**src/rtl/fifo_burst_reader.sv**
```systemverilog
// fifo_burst_reader
//   Read-side controller for an 8-bit synchronous FIFO. On START it pulls
//   BURST_LEN bytes out of the FIFO (active-low FIFO_OE_N, one-cycle read
//   latency) and presents them on a valid/ready stream. A 2-entry skid buffer
//   absorbs the read latency, so downstream stalls never drop or repeat data.
//
// Ports
//   CLK, RST_N        clock, asynchronous active-low reset
//   START, BURST_LEN  burst request (START honoured only in IDLE)
//   FIFO_EMPTY        FIFO empty flag
//   FIFO_DOUT         FIFO read data, valid the cycle after an accepted read
//   FIFO_OE_N         FIFO read enable, active-low, combinational
//   M_DATA, M_VALID   stream output (head of the skid buffer)
//   M_READY           stream ready from downstream
//   BUSY              high while the burst is running or draining
//   DONE              one-cycle pulse once the burst has fully left the block
//   RD_COUNT          FIFO reads accepted in the current or last burst
//
// Stream handshake: a beat transfers at a rising edge where M_VALID and
// M_READY are both high. M_VALID never drops and M_DATA never changes while
// M_VALID is high and M_READY is low.
module fifo_burst_reader #(
  parameter int WIDTH = 8,
  parameter int CNT_W = 11
) (
  input  logic             CLK,
  input  logic             RST_N,
  input  logic             START,
  input  logic [CNT_W-1:0] BURST_LEN,
  input  logic             FIFO_EMPTY,
  input  logic [WIDTH-1:0] FIFO_DOUT,
  output logic             FIFO_OE_N,
  output logic [WIDTH-1:0] M_DATA,
  output logic             M_VALID,
  input  logic             M_READY,
  output logic             BUSY,
  output logic             DONE,
  output logic [CNT_W-1:0] RD_COUNT
);

  typedef enum logic [1:0] {
    S_IDLE  = 2'd0,
    S_RUN   = 2'd1,
    S_DRAIN = 2'd2,
    S_DONE  = 2'd3
  } state_t;

  state_t           state_q, state_d;
  logic [CNT_W-1:0] len_q, len_d;
  logic [CNT_W-1:0] rd_count_q, rd_count_d;   // doubles as the issued count
  logic             inflight_q, inflight_d;   // FIFO_DOUT holds a byte to capture
  logic [1:0]       occ_q, occ_d;
  logic [WIDTH-1:0] head_q, head_d;
  logic [WIDTH-1:0] tail_q, tail_d;

  logic       pop;
  logic       rd_acc;
  logic       room;
  logic [1:0] fill;
  logic [1:0] occ_mid;

  assign M_VALID  = (occ_q != 2'd0);
  assign M_DATA   = head_q;
  assign RD_COUNT = rd_count_q;
  assign pop      = M_VALID & M_READY;

  // Bytes already committed to the buffer (stored or arriving next edge).
  // A new read is safe if that total, less this cycle's pop, stays below 2;
  // this keeps 1 byte/cycle throughput while the buffer can never overflow.
  assign fill   = occ_q + {1'b0, inflight_q};
  assign room   = (fill != 2'd2) | pop;
  assign rd_acc = ~FIFO_OE_N & ~FIFO_EMPTY;

  // State register
  always_ff @(posedge CLK or negedge RST_N) begin
    if (!RST_N) begin
      state_q <= S_IDLE;
    end else begin
      state_q <= state_d;
    end
  end

  // Next-state and burst bookkeeping
  always_comb begin
    state_d    = state_q;
    len_d      = len_q;
    rd_count_d = rd_count_q;
    if (rd_acc) begin
      rd_count_d = rd_count_q + CNT_W'(1);
    end
    unique case (state_q)
      S_IDLE: begin
        if (START) begin
          state_d    = S_RUN;
          len_d      = BURST_LEN;
          rd_count_d = '0;
        end
      end
      S_RUN: begin
        if (rd_count_q == len_q) begin
          state_d = S_DRAIN;
        end
      end
      S_DRAIN: begin
        if (!inflight_q && (occ_q == 2'd0)) begin
          state_d = S_DONE;
        end
      end
      S_DONE: begin
        state_d = S_IDLE;
      end
      default: begin
        state_d = S_IDLE;
      end
    endcase
  end

  // Outputs decoded from state
  always_comb begin
    FIFO_OE_N = 1'b1;
    BUSY      = 1'b0;
    DONE      = 1'b0;
    unique case (state_q)
      S_RUN: begin
        BUSY = 1'b1;
        if (!FIFO_EMPTY && (rd_count_q < len_q) && room) begin
          FIFO_OE_N = 1'b0;
        end
      end
      S_DRAIN: begin
        BUSY = 1'b1;
      end
      S_DONE: begin
        DONE = 1'b1;
      end
      default: begin
        FIFO_OE_N = 1'b1;
      end
    endcase
  end

  // Skid buffer: pop shifts the tail into the head, then the arriving byte
  // lands in the first free slot. Capture and pop in one cycle both apply.
  always_comb begin
    head_d     = head_q;
    tail_d     = tail_q;
    occ_mid    = occ_q - {1'b0, pop};
    inflight_d = rd_acc;
    if (pop) begin
      head_d = tail_q;
    end
    if (inflight_q) begin
      if (occ_mid == 2'd0) begin
        head_d = FIFO_DOUT;
      end else begin
        tail_d = FIFO_DOUT;
      end
    end
    occ_d = occ_mid + {1'b0, inflight_q};
  end

  always_ff @(posedge CLK or negedge RST_N) begin
    if (!RST_N) begin
      len_q      <= '0;
      rd_count_q <= '0;
      inflight_q <= 1'b0;
      occ_q      <= 2'd0;
      head_q     <= '0;
      tail_q     <= '0;
    end else begin
      len_q      <= len_d;
      rd_count_q <= rd_count_d;
      inflight_q <= inflight_d;
      occ_q      <= occ_d;
      head_q     <= head_d;
      tail_q     <= tail_d;
    end
  end

endmodule

```
**config.mk**
```make
export PLATFORM = sky130hd
export DESIGN_NAME = fifo_burst_reader
export DESIGN_NICKNAME = d
export VERILOG_FILES = /design/src/rtl/fifo_burst_reader.sv
export SDC_FILE = /design/constraint.sdc
export NUM_CORES = 1
export LEC_CHECK = 0
export BUFFER_PORTS_ARGS = -buffer_cell sky130_fd_sc_hd__buf_2
export CORE_AREA = 2 2 77 79
export DETAILED_ROUTE_END_ITERATION = 10
export DIE_AREA = 0 0 79 81
export PLACE_DENSITY = 0.75
export SYNTH_ARGS = -nofsm -noshare
export SYNTH_HDL_FRONTEND = slang
export SYNTH_SLANG_ARGS = --single-unit
```
**constraint.sdc**
```tcl
create_clock -name CLK -period 3.5 [get_ports CLK]
set_clock_uncertainty 0.15 [all_clocks]
set_input_delay 0.175 -clock CLK [delete_from_list [all_inputs] [get_ports CLK]]
set_output_delay 0.175 -clock CLK [all_outputs]
set_load 0.02 [all_outputs]
```
Yosys cells after proc, flatten, opt, wreduce, memory -nomap -nowiden
Cells that the tools add are included.
{ "word_totals": {"in_bits": 24, "regBits": 43, "wordCells": 53, "output_inout_bits": 23} }
{ "op_classes": {"order_cmp": 1, "add_sub_neg": 4, "bitwise": 6, "eq_ne": 8, "n_reduce_logical": 13, "mux": 14} }
{ "op_table": {"columns": ["operator", "count"], "rows": [
  ["two-way mux 11 bit", 3],
  ["two-way mux 8 bit", 3],
  ["adder 11 x 1 -> 11 bit (second input constant)", 1],
  ["equality test 11 bit", 1],
  ["less-than comparator 11 bit", 1],
  ["!= test 2 bit (second input constant)", 4],
  ["case mux 2 bit (4 select lines)", 1],
  ["zero test 2 bit", 3],
  ["two-way mux 2 bit", 3],
  ["adder 2 x 1 -> 2 bit", 2],
  ["equality test 2 bit (second input constant)", 2],
  ["two-way mux 1 bit", 4],
  ["AND reduction 2 bit", 2],
  ["logical AND 1 bit", 3],
  ["NOT 1 bit", 3],
  ["AND reduction 3 bit", 1],
  ["AND 1 bit", 2],
  ["equality test 2 x 1 -> 1 bit (second input constant)", 1],
  ["zero test 1 bit", 2],
  ["nonzero test 2 bit", 1],
  ["OR reduction 2 bit", 1],
  ["subtractor 2 x 1 -> 2 bit", 1],
  ["bitwise OR 1 bit", 1]
]} }

Logic depth before layout (Yosys ltp)
Gate-level depths: netlist (run 1).
{ "depth": {"ltp_word": 11, "depth_mapped": 9, "ltp_nobuf": 7} }

Worst setup path before layout (run 1)
OpenSTA, ideal clock, no wires.
{ "synth_timing": {"path_type": "register to output", "from": "register rd_count_q[4], in the netlist RD_COUNT[4]", "to": "output FIFO_OE_N", "required_time_ns": 3.175, "path_stages_with_launch": 9, "t_arrival_ns": 1.929, "path_buffers": 2, "path_slack_ns": 1.246, "path_cell_list": "dfrtp_1 -> ha_1 -> nand4_1 -> a21oi_1 -> o21ba_2 -> clkbuf_1 -> clkbuf_1 -> nor2_1 -> inv_1"} }
{ "synth_via": {"elab_chain_len": 5} }
{ "synth_lines": {"columns": ["element", "line_no", "source"], "rows": [
  ["from (decl)", "50", "logic [CNT_W-1:0] rd_count_q, rd_count_d;"],
  ["from (signal assigned)", "172", "rd_count_q <= rd_count_d;"],
  ["less-than comparator 11 bit", "126", "if (!FIFO_EMPTY && (rd_count_q < len_q) && room) begin"],
  ["logical AND 1 bit (2 in a row)", "126", null],
  ["two-way mux 1 bit", "126", null],
  ["two-way mux 1 bit", "123", "unique case (state_q)"],
  ["to (decl)", "32", "output logic FIFO_OE_N,"]
]} }
No other way between the ends.

Final worst setup path (run 1)
{ "layout_timing": {"from": "register rd_count_q[8], in the netlist RD_COUNT[8]", "to": "output FIFO_OE_N"} }
The elaborated chain is that of the path after synthesis.

==> insert_results.sql, run 1 <==
INSERT INTO impl_metrics (metric_group, metric, value, unit) VALUES
('run_status', 'outcome', 'finished, final reports clean', ''),
('floorplan', 'cell_rows', '28', ''),
('power_and_ir_drop', 'clock_power_share', '18.1', '%'),
('global_route', 'met3_use_gr', '2.67', '%'),
('power_and_ir_drop', 'leakagePower', '1.42', 'nW'),
('logic_synthesis', 'ys_seq_area_share', '46.3', '%'),
('logic_synthesis', 'synth.distinct_cells', '34', ''),
('cells_and_area', 'antenna-diode-count', '0', ''),
('global_route', 'use_met1', '21.4', '%'),
('timing', 'timing.slew.headroom', '34.5', '%'),
('clock_tree', 'cts_made_buffers', '5', ''),
('power_and_ir_drop', 'power_per_cell_area', '630', 'mW/mm²'),
('floorplan', 'die_height', '81', 'µm'),
('critical_path', 'r2r_start', 'occ_q[1]', ''),
('critical_path', 'reg2reg_setup_slack', '1040', 'ps'),
('drt', 'routed_via_density', '5.11', ''),
('power_and_ir_drop', 'net-switching-power', '0.000716', 'W'),
('global_route', 'overflow_left_after_global_routing', '0', ''),
('timing', 'rsz0062_at_grt', 'no', ''),
('hold_path', 'end_of_the_worst_hold_path', 'len_q[0]', ''),
('drt', 'postRouteWirelength', '5090', 'µm'),
('floorplan', 'dieArea', '0.00640', 'mm²'),
('drt', 'routed-via-count', '1923', ''),
('logic_synthesis', 'postSynthRegisterBits', '43', ''),
('hold_path', 'timing.hold.worst.start', 'START', ''),
('cells_and_area', 'syn2layout_area_growth', '24.4', '%'),
('clock_tree', 'htreeDepth', '2', ''),
('global_route', 'grt_pass1_vias', '1904', ''),
('clock_tree', 'post_cts.resized_instances', '0', ''),
('logic_synthesis', 'mappedNetlistNets', '280', ''),
('timing', 'period_share', '72.3', '%'),
('cells_and_area', 'post_layout_nonfiller_instances', '376', ''),
('floorplan', 'top_level_ports', '47', ''),
('critical_path', 'worstSetupEndpointType', 'primary output', ''),
('global_route', 'grt_start_max_net_pins', '44', ''),
('critical_path', 'crit_fanout', '9', ''),
('timing', 'clock.fmax', '395', 'MHz'),
('critical_path', 'worst_ep_required_time', '3170', 'ps'),
('power_and_ir_drop', 'comb_power_share', '39.9', '%'),
('global_route', 'groute.layer.met2.usage', '27.9', '%'),
('cells_and_area', 'drive_above_1_share', '22.6', '%'),
('critical_path', 'crit-reg2reg-capture', 'M_DATA[4]', ''),
('clock_tree', 'clk_latency', '300', 'ps'),
('placement', 'dp_hpwl', '3580', 'µm'),
('global_route', 'wire_length_of_the_first_global_routing_pass', '8410', 'µm'),
('hold_path', 'hold_depth', '4', ''),
('power_and_ir_drop', 'internal_power', '0.00110', 'W'),
('cells_and_area', 'layout.cells.most_common', 'buf_2', ''),
('critical_path', 'setup.worst_path.class', 'flop to primary output', ''),
('clock_tree', 'cts_tree', 'built', ''),
('timing', 'setup_viol_count_final', '0', ''),
('clock_tree', 'clock_tree_buf_depth', '2', ''),
('flow_run', 'drv.max_cap_violation_count', '0', ''),
('drt', 'postRouteAntennaNets', '0', ''),
('power_and_ir_drop', 'sw_frac_of_total', '39.3', '%'),
('floorplan', 'core', '0.00568', 'mm²'),
('cells_and_area', 'layout_common_cells', 'buf_2, dfrtp_1, nand2_1', ''),
('placement', 'finalWeightedCongestion', '0.776', ''),
('logic_synthesis', 'syn_avg_cell_area', '9.85', 'µm²'),
('drt', 'post-route-drc-count', '0', ''),
('drt', 'detail_route.iter0.violations', '122', ''),
('critical_path', 'timing.critical_path.from_type', 'flop', ''),
('placement', 'dp.cells', '348', ''),
('global_route', 'grt_antenna_before_repair', '0', ''),
('global_route', 'busiest_grt_layer', 'met2', ''),
('critical_path', 'worstPathArrival', '2210', 'ps'),
('floorplan', 'chipWidth', '79', 'µm'),
('cells_and_area', 'design.final.nets', '344', ''),
('logic_synthesis', 'post_synthesis_cells', '236', ''),
('power_and_ir_drop', 'ir_worst_vdd', '0.000313', 'V'),
('timing', 'final_period_minus_worst_setup_slack', '2530', 'ps');
critical path: stages, from the launching register on:
cell,delay (ps)
dfrtp_1,450
ha_1,340
a211oi_1,200
o211a_1,370
nand2_1,160
nor2_1,170
inv_1,50
buf_2,150
power by group through the flow:
stage | Sequential, W | Clock (W) | Combinational (W)
after CTS | 0.000764 | 0.000340 | 0.000734
after detailed placement | 0.000774 | 0 | 0.000714
final | 0.000765 | 0.000329 | 0.000726
after global routing | 0.000787 | 0.000359 | 0.000808
after global placement | 0.000770 | 0 | 0.000685
after floorplan | 0.000839 | 0 | 0.000449
metrics by stage:
stage	setup slack, ps	util [%]	hold slack, ps	cell area, µm²
floorplan	1250	-	-271	2320
global placement	1190	45.8	229	2600
detailed placement	1060	45.8	231	2600
CTS	966	50.9	212	2890
global route	796	50.9	265	2890
finish	968	50.9	230	2890
metal layers:
layer,part of all wire (%),vias up
li1,-,958
met1,44,901
met2,48,51
met3,4.6,13
met4,2.7,0
met5,0,-
cells in the mapped netlist:
master	number	share of area, %
o211ai_1	7	2.3
a21boi_2	1	0.48
a21oi_2	1	0.38
mux2i_1	8	3.4
mux2_2	9	4.4
and2_4	1	0.38
or3_1	1	0.27
and2_1	1	0.27
o21a_1	1	0.32
xnor2_1	3	1.1
nor3_1	4	0.86
buf_6	2	0.97
nand3b_1	1	0.32
o211a_1	1	0.43
dfrtp_1	43	46
o21ai_0	15	3.2
a31o_1	1	0.38
ha_1	20	11
o31ai_1	1	0.32
nand3_1	15	3.2
o21ba_2	1	0.43
and3_1	2	0.54
o21bai_1	1	0.32
clkbuf_1	7	1.1
a21oi_1	15	3.2
a211oi_1	1	0.32
nor2_1	14	2.3
nand2b_1	1	0.27
or4_1	7	2.3
or2_2	1	0.27
nand2_1	26	4.2
o311ai_0	1	0.38
nand4_1	5	1.3
inv_1	18	2.9
worst max-delay path by stage:
stage | cells after the start | to | slack, ps | from
after floorplan | 8 | FIFO_OE_N | 1250 | RD_COUNT[4]
after global routing | 7 | FIFO_OE_N | 800 | RD_COUNT[8]
after CTS | 7 | FIFO_OE_N | 970 | RD_COUNT[8]
final | 7 | FIFO_OE_N | 970 | RD_COUNT[8]
after global placement | 6 | M_DATA[7] | 1190 | occ_q[1]
after detailed placement | 6 | M_DATA[4] | 1060 | occ_q[1]
sequential cells by signal, summed over array words and instances, names as in the netlist:
name	cells
occ_q	2
RD_COUNT	11
inflight_q	1
len_q	11
state_q	2
M_DATA	8
tail_q	8
cell families (layout without fill, tap and decap cells):
| kind of cell | count (synthesis) | in the layout | synth area share (%) |
|---|---|---|---|
| flip-flops | 43 | 43 | 46.3 |
| adder cells (fa/ha/maj) | 20 | 20 | 10.8 |
| XOR/XNOR | 3 | 3 | 1.13 |
| AO/OA/AOI/OAI | 47 | 47 | 12.5 |
| buffers and inverters | 27 | 92 | 5.01 |
| AND/OR/NAND/NOR | 79 | 79 | 16.5 |
| multiplexers | 17 | 17 | 7.81 |
area by class of cell:
| class | instances | area share [%] |
|---|---|---|
| repair buffers | 66 | 14.9 |
| clock inverters | 3 | 0.822 |
| flip-flops and latches | 43 | 37.2 |
| inverters | 18 | 2.34 |
| well taps | 75 | 3.25 |
| multi-input cells | 166 | 39.1 |
| clock buffers | 5 | 2.38 |
repair_timing:
action,4_1_cts,5_1_grt
endpoints found under the setup margin,0,0
endpoints found under the hold margin,69,0
hold buffers,20,0
Power figures use the tool's default switching activity.
==> inputs of run 2 (changes only) <==
PLACE_DENSITY = 0.77   (was 0.75)
clock period = 2.3 ns   (was 3.5 ns; I/O delays follow)
==> run 2 against run 1 <==
Power increased by 56%. Non-clock buffer count increased by 17. Die area unchanged. First-iteration DRC count increased by 25%. Setup slack got worse by 880 ps. Flip-flop and latch count unchanged. Combinational power increased by 69%. Register-to-register slack got worse by 950 ps. Via count increased by 4.7%. Global-route usage increased by 1.0 points. Final area increased by 6.1%. Critical path type is now flop to flop. Highest routed layer unchanged.
==> insert_results.sql, run 2 (synthesis gave the netlist of run 1 again) <==
INSERT INTO impl_metrics (metric_group, metric, value, unit) VALUES
('power_and_ir_drop', 'comb_power_share', '43.1', '%'),
('timing', 'final_period_minus_worst_setup_slack', '2210', 'ps'),
('critical_path', 'timing.critical_path.from_type', 'flop', ''),
('cells_and_area', 'layout_common_cells', 'buf_2, dfrtp_1, nand2_1', ''),
('clock_tree', 'ctsRootBufferMaster', 'clkbuf_8', ''),
('hold_path', 'end_of_the_worst_hold_path', 'inflight_q', ''),
('critical_path', 'worstPathArrival', '2290', 'ps'),
('placement', 'dp_hpwl', '3780', 'µm'),
('critical_path', 'critPathBufInv', '1', ''),
('floorplan', 'start_util', '40.9', '%'),
('drt', 'routed_via_density', '5.12', ''),
('clock_tree', 'clk_latency', '300', 'ps'),
('power_and_ir_drop', 'internal_power', '0.00175', 'W'),
('critical_path', 'startpoint', 'RD_COUNT[2]', ''),
('timing', 'period_share', '96.1', '%'),
('clock_tree', 'cts_tree', 'built', ''),
('global_route', 'grt_start_max_net_pins', '44', ''),
('timing', 'setup_viol_count_final', '0', ''),
('critical_path', 'crit_fanout', '9', ''),
('timing', 'clock.fmax', '452', 'MHz'),
('flow_run', 'drv.max_cap_violation_count', '0', ''),
('clock_tree', 'cts_sinks', '43', ''),
('floorplan', 'chipWidth', '79', 'µm'),
('cells_and_area', 'layout.cells.most_common', 'buf_2', ''),
('floorplan', 'core', '0.00568', 'mm²'),
('critical_path', 'crit-reg2reg-capture', 'RD_COUNT[8]', ''),
('cells_and_area', 'design.final.nets', '361', ''),
('clock_tree', 'clkSlewWorstSetupHoldPaths', '80', 'ps'),
('timing', 'timing_worst_slew_pin_value', '537', 'ps'),
('drt', 'detail_route.iter0.violations', '152', ''),
('floorplan', 'die_height', '81', 'µm'),
('clock_tree', 'cts_made_buffers', '5', ''),
('critical_path', 'slowest_stage', 'or4_1', ''),
('drt', 'postRouteWirelength', '5530', 'µm'),
('critical_path', 'worst_path_dominant_cell_family', 'simple AND/OR/NAND/NOR gates', ''),
('timing', 'timing.slew.headroom', '64.2', '%'),
('drt', 'drt-wirelength-per-cell', '14.1', 'µm'),
('cells_and_area', 'drive_above_1_share', '29.6', '%'),
('placement', 'finalWeightedCongestion', '0.902', ''),
('power_and_ir_drop', 'power_per_cell_area', '928', 'mW/mm²'),
('cells_and_area', 'final_core_utilization', '54.1', '%'),
('timing', 'setup-tns-final', '0', 'ps'),
('timing', 'finalHoldViolations', '0', ''),
('drt', 'postRouteAntennaNets', '0', ''),
('cells_and_area', 'syn2layout_area_growth', '32.0', '%'),
('critical_path', 'reg2reg_setup_slack', '90', 'ps'),
('cells_and_area', 'n_fill_cell', '522', ''),
('critical_path', 'r2r_cells', '7', ''),
('power_and_ir_drop', 'leakagePower', '1.51', 'nW'),
('cells_and_area', 'multi_input_area', '0.00117', 'mm²'),
('power_and_ir_drop', 'sw_frac_of_total', '38.6', '%'),
('power_and_ir_drop', 'net-switching-power', '0.00110', 'W'),
('placement', 'io_buffer_count', '46', ''),
('clock_tree', 'htreeDepth', '2', ''),
('floorplan', 'top_level_ports', '47', ''),
('critical_path', 'r2r_start', 'RD_COUNT[2]', ''),
('global_route', 'grt_antenna_before_repair', '0', ''),
('cells_and_area', 'seqCellArea', '0.00108', 'mm²'),
('critical_path', 'critical_path.cell_chain', 'ha_1 -> a21oi_1 -> a21oi_2 -> o21ba_4 -> buf_12 -> or4_1 -> nand2_1', ''),
('timing', 'rsz0062_at_grt', 'no', ''),
('hold_path', 'timing.hold.worst.start', 'FIFO_EMPTY', ''),
('power_and_ir_drop', 'clock_power_share', '16.7', '%'),
('global_route', 'globalRouteTotalUtil', '17.8', '%'),
('power_and_ir_drop', 'seq_power_share', '40.1', '%'),
('hold_path', 'hold_path_class', 'input port to flop', ''),
('clock_tree', 'clock_tree_buf_depth', '2', ''),
('critical_path', 'worstSetupEndpointType', 'flop', ''),
('hold_path', 'hold_depth', '5', ''),
('critical_path', 'worst_ep_required_time', '2380', 'ps'),
('drt', 'routed-via-count', '2014', ''),
('global_route', 'overflow_left_after_global_routing', '0', ''),
('timing', 'final_max_slew_viol_count', '0', ''),
('run_status', 'outcome', 'finished, final reports clean', ''),
('critical_path', 'setup.worst_path.class', 'flop to flop', ''),
('drt', 'post-route-drc-count', '0', ''),
('cells_and_area', 'antenna-diode-count', '0', ''),
('power_and_ir_drop', 'ir_worst_vdd', '0.000436', 'V'),
('critical_path', 'timing.critical_path.slowest_cell_delay', '490', 'ps'),
('drt', 'firstDrtPassIters', '4', ''),
('floorplan', 'cell_rows', '28', ''),
('global_route', 'wire_length_of_the_first_global_routing_pass', '9000', 'µm'),
('floorplan', 'dieArea', '0.00640', 'mm²'),
('global_route', 'grt_pass1_vias', '1955', '');
run 2: cell count changes in the layout (fill, tap and decap cells not counted), moves of 2 or more:
cell,change
buf_4,+16
a21oi_2,+2
dfrtp_1,-2
dfrtp_2,+2
a21oi_1,-2
run 2: stage by stage:
| stage | area, µm² | setup WS [ps] | cells | total power, W | hold WS, ps |
|---|---|---|---|---|---|
| after floorplan | 2320 | 106 | 236 | 0.00196 | -331 |
| after global placement | 2670 | 189 | 358 | 0.00227 | 72.9 |
| after detailed placement | 2670 | 135 | 358 | 0.00232 | 71.9 |
| after CTS | 3010 | 4.28 | 390 | 0.00283 | 152 |
| after global routing | 3070 | 5.05 | 393 | 0.00304 | 157 |
| final | 3070 | 90.0 | 393 | 0.00285 | 144 |
run 2: final cells by class:
class                           count  share of cell area [%]
Tap cell                           75                    3.06
Inverter                           18                    2.20
Multi-Input combinational cell    166                    38.2
Sequential cell                    43                    35.2
Timing Repair Buffer               83                    18.6
Clock buffer                        6                    2.37
Clock inverter                      2                   0.408
run 2: worst min-delay path, cell delays in order:
cell and delay [ps]:
buf_2 80, nor2_1 40, o211a_2 160, nand2_2 110, nor2_2 50
run 2: how the worst max path moves through the flow:
| stage | end | slack, ps | cells after the start |
|---|---|---|---|
| global placement | RD_COUNT[7] | 190 | 6 |
| global route | FIFO_OE_N | 5 | 7 |
| finish | RD_COUNT[8] | 90 | 7 |
| detailed placement | RD_COUNT[5] | 130 | 6 |
| CTS | FIFO_OE_N | 4 | 7 |
| floorplan | FIFO_OE_N | 110 | 8 |
run 2: power groups by stage:
| stage | clock network [W] | registers [W] | logic, W |
|---|---|---|---|
| after global routing | 0.000518 | 0.00117 | 0.00135 |
| after detailed placement | 0 | 0.00115 | 0.00116 |
| final | 0.000477 | 0.00114 | 0.00123 |
| after floorplan | 0 | 0.00128 | 0.000684 |
| after CTS | 0.000486 | 0.00114 | 0.00120 |
| after global placement | 0 | 0.00114 | 0.00113 |
run 2: timing repair:
item	CTS	global route
endpoints found under the setup margin	1	8
hold buffers	20	0
hold endpoints to repair	70	0
resized for setup	3	9
pin swaps	2	1
buffers inserted	4	3
run 2: layer usage:
layer | vias up | track usage [%] | share of wire [%]
li1 | 993 | - | -
met1 | 943 | 23.2 | 44
met2 | 62 | 29.3 | 48
met3 | 16 | 3.67 | 5.6
met4 | 0 | 6.90 | 2.2
met5 | - | 0 | 0
==> inputs of run 3 (changes only) <==
RECOVER_POWER = 50   (was default)
==> run 3 against run 2 <==
Critical path depth unchanged. Clock power is essentially flat. Global-route usage did not move. Final cell count is the same. Die area is the same. Power shrank 0.67%. Critical path type unchanged. Largest power group unchanged. Highest routed layer unchanged.
==> insert_results.sql, run 3 (synthesis gave the netlist of run 1 again) <==
INSERT INTO impl_metrics (metric_group, metric, value, unit) VALUES
('run_status', 'outcome', 'finished, final reports clean', ''),
('global_route', 'grt_antenna_before_repair', '0', ''),
('global_route', 'wire_length_of_the_first_global_routing_pass', '9000', 'µm'),
('timing', 'final_period_minus_worst_setup_slack', '2220', 'ps'),
('clock_tree', 'clock_tree_buf_depth', '2', ''),
('timing', 'setup-tns-final', '0', 'ps'),
('global_route', 'grt_start_max_net_pins', '44', ''),
('hold_path', 'hold_path_class', 'input port to flop', ''),
('power_and_ir_drop', 'ir_worst_vdd', '0.000424', 'V'),
('critical_path', 'r2r_start', 'RD_COUNT[2]', ''),
('floorplan', 'top_level_ports', '47', ''),
('cells_and_area', 'design.final.nets', '361', ''),
('clock_tree', 'htreeDepth', '2', ''),
('clock_tree', 'cts_sinks', '43', ''),
('critical_path', 'crit_fanout', '5', ''),
('global_route', 'grt_pass1_vias', '1955', ''),
('drt', 'postRouteAntennaNets', '0', ''),
('critical_path', 'worstPathArrival', '2300', 'ps'),
('drt', 'detail_route.iter0.violations', '152', ''),
('clock_tree', 'ctsRootBufferMaster', 'clkbuf_8', ''),
('floorplan', 'cell_rows', '28', ''),
('drt', 'drt-wirelength-per-cell', '14.0', 'µm'),
('placement', 'finalWeightedCongestion', '0.902', ''),
('critical_path', 'worstSetupEndpointType', 'flop', ''),
('clock_tree', 'cts_made_buffers', '5', ''),
('cells_and_area', 'drive_above_1_share', '26.1', '%'),
('timing', 'clock.fmax', '450', 'MHz'),
('critical_path', 'reg2reg_setup_slack', '80', 'ps'),
('floorplan', 'chipWidth', '79', 'µm'),
('power_and_ir_drop', 'power_per_cell_area', '927', 'mW/mm²'),
('critical_path', 'worst_ep_required_time', '2380', 'ps'),
('drt', 'routed-via-count', '2013', ''),
('hold_path', 'timing.hold.worst.start', 'FIFO_EMPTY', ''),
('hold_path', 'hold_depth', '5', ''),
('power_and_ir_drop', 'post-layout-total-power', '0.00283', 'W'),
('timing', 'period_share', '96.5', '%'),
('floorplan', 'die_height', '81', 'µm'),
('placement', 'io_buffer_count', '46', ''),
('drt', 'post-route-drc-count', '0', ''),
('drt', 'postRouteWirelength', '5510', 'µm'),
('timing', 'setup_viol_count_final', '0', ''),
('timing', 'final_max_slew_viol_count', '0', ''),
('drt', 'firstDrtPassIters', '4', ''),
('placement', 'dp_hpwl', '3780', 'µm'),
('floorplan', 'dieArea', '0.00640', 'mm²'),
('timing', 'rsz0062_at_grt', 'no', ''),
('global_route', 'globalRouteTotalUtil', '17.8', '%'),
('critical_path', 'timing.critical_path.from_type', 'flop', ''),
('hold_path', 'end_of_the_worst_hold_path', 'inflight_q', ''),
('floorplan', 'start_util', '40.9', '%'),
('timing', 'finalHoldViolations', '0', ''),
('cells_and_area', 'antenna-diode-count', '0', ''),
('cells_and_area', 'layout.cells.most_common', 'dfrtp_1', ''),
('critical_path', 'setup.worst_path.class', 'flop to flop', ''),
('power_and_ir_drop', 'leakagePower', '1.48', 'nW'),
('placement', 'dp.cells', '358', ''),
('cells_and_area', 'layout_common_cells', 'dfrtp_1, buf_2, nand2_1', ''),
('cells_and_area', 'post_layout_nonfiller_instances', '393', ''),
('global_route', 'overflow_left_after_global_routing', '0', ''),
('clock_tree', 'clk_latency', '300', 'ps'),
('floorplan', 'core', '0.00568', 'mm²'),
('cells_and_area', 'syn2layout_area_growth', '31.3', '%'),
('critical_path', 'r2r_cells', '7', ''),
('drt', 'routed_via_density', '5.12', ''),
('clock_tree', 'clkSlewWorstSetupHoldPaths', '80', 'ps'),
('critical_path', 'crit-reg2reg-capture', 'RD_COUNT[4]', ''),
('flow_run', 'drv.max_cap_violation_count', '0', ''),
('clock_tree', 'cts_tree', 'built', ''),
('timing', 'timing_worst_slew_pin_value', '1030', 'ps'),
('timing', 'timing.slew.headroom', '31.1', '%');
run 3: metrics by stage:
step	hold slack (ps)	util (%)	worst slack, ps	instance area [µm²]
floorplan	-331	-	106	2320
global placement	72.9	47.1	189	2670
detailed placement	71.9	47.1	135	2670
CTS	152	53.1	4.28	3010
global route	157	53.8	5.05	3050
finish	146	53.8	79.4	3050
run 3: final cells by class:
class,count,area [µm²]
sequential,43,1080
multi-input combinational,166,1170
clock buffer,6,72.6
clock inverter,2,12.5
inverter,18,67.6
tap,75,93.8
fill,525,2620
timing repair buffer,83,556
run 3: worst max-delay path, cell delays in order, from the launching register on:
cell	delay, ps
dfrtp_1	410
ha_1	330
a21oi_1	200
a21oi_2	100
o21ba_4	240
buf_4	150
or4_1	500
nand2_1	90
run 3: power breakdown:
part	internal, W	switching (W)	total (W)
clock	0.000212	0.000263	0.000476
sequential	0.000981	0.000164	0.00114
combinational	0.000531	0.000677	0.00121
total	0.00172	0.00110	0.00283
run 3: how the worst max path moves through the flow:
stage                            from           to  depth (start not counted)  slack, ps
after floorplan           RD_COUNT[4]    FIFO_OE_N                          8        110
after global placement    RD_COUNT[6]  RD_COUNT[7]                          6        190
after detailed placement  RD_COUNT[4]  RD_COUNT[5]                          6        130
after CTS                 RD_COUNT[8]    FIFO_OE_N                          7          4
after global routing         occ_q[1]    FIFO_OE_N                          7          5
final                     RD_COUNT[2]  RD_COUNT[4]                          7         80
run 3: layer usage:
| metal | GRT usage, % | wire (µm) | part of all wire, % | up-vias |
|---|---|---|---|---|
| met1 | 23.2 | 2480 | 45 | 942 |
| met4 | 6.90 | 102 | 1.9 | 0 |
| met5 | 0 | 0 | 0 | - |
| met2 | 29.3 | 2670 | 48 | 65 |
| met3 | 3.67 | 263 | 4.8 | 13 |
| li1 | - | - | - | 993 |
run 3: what timing repair did:
item / in CTS / in global routing
pin swaps: 2 / 1
hold endpoints to repair: 70 / 0
setup endpoints to repair: 1 / 8
hold buffers: 20 / 0
gates resized for setup: 3 / 9
setup buffers: 4 / 3
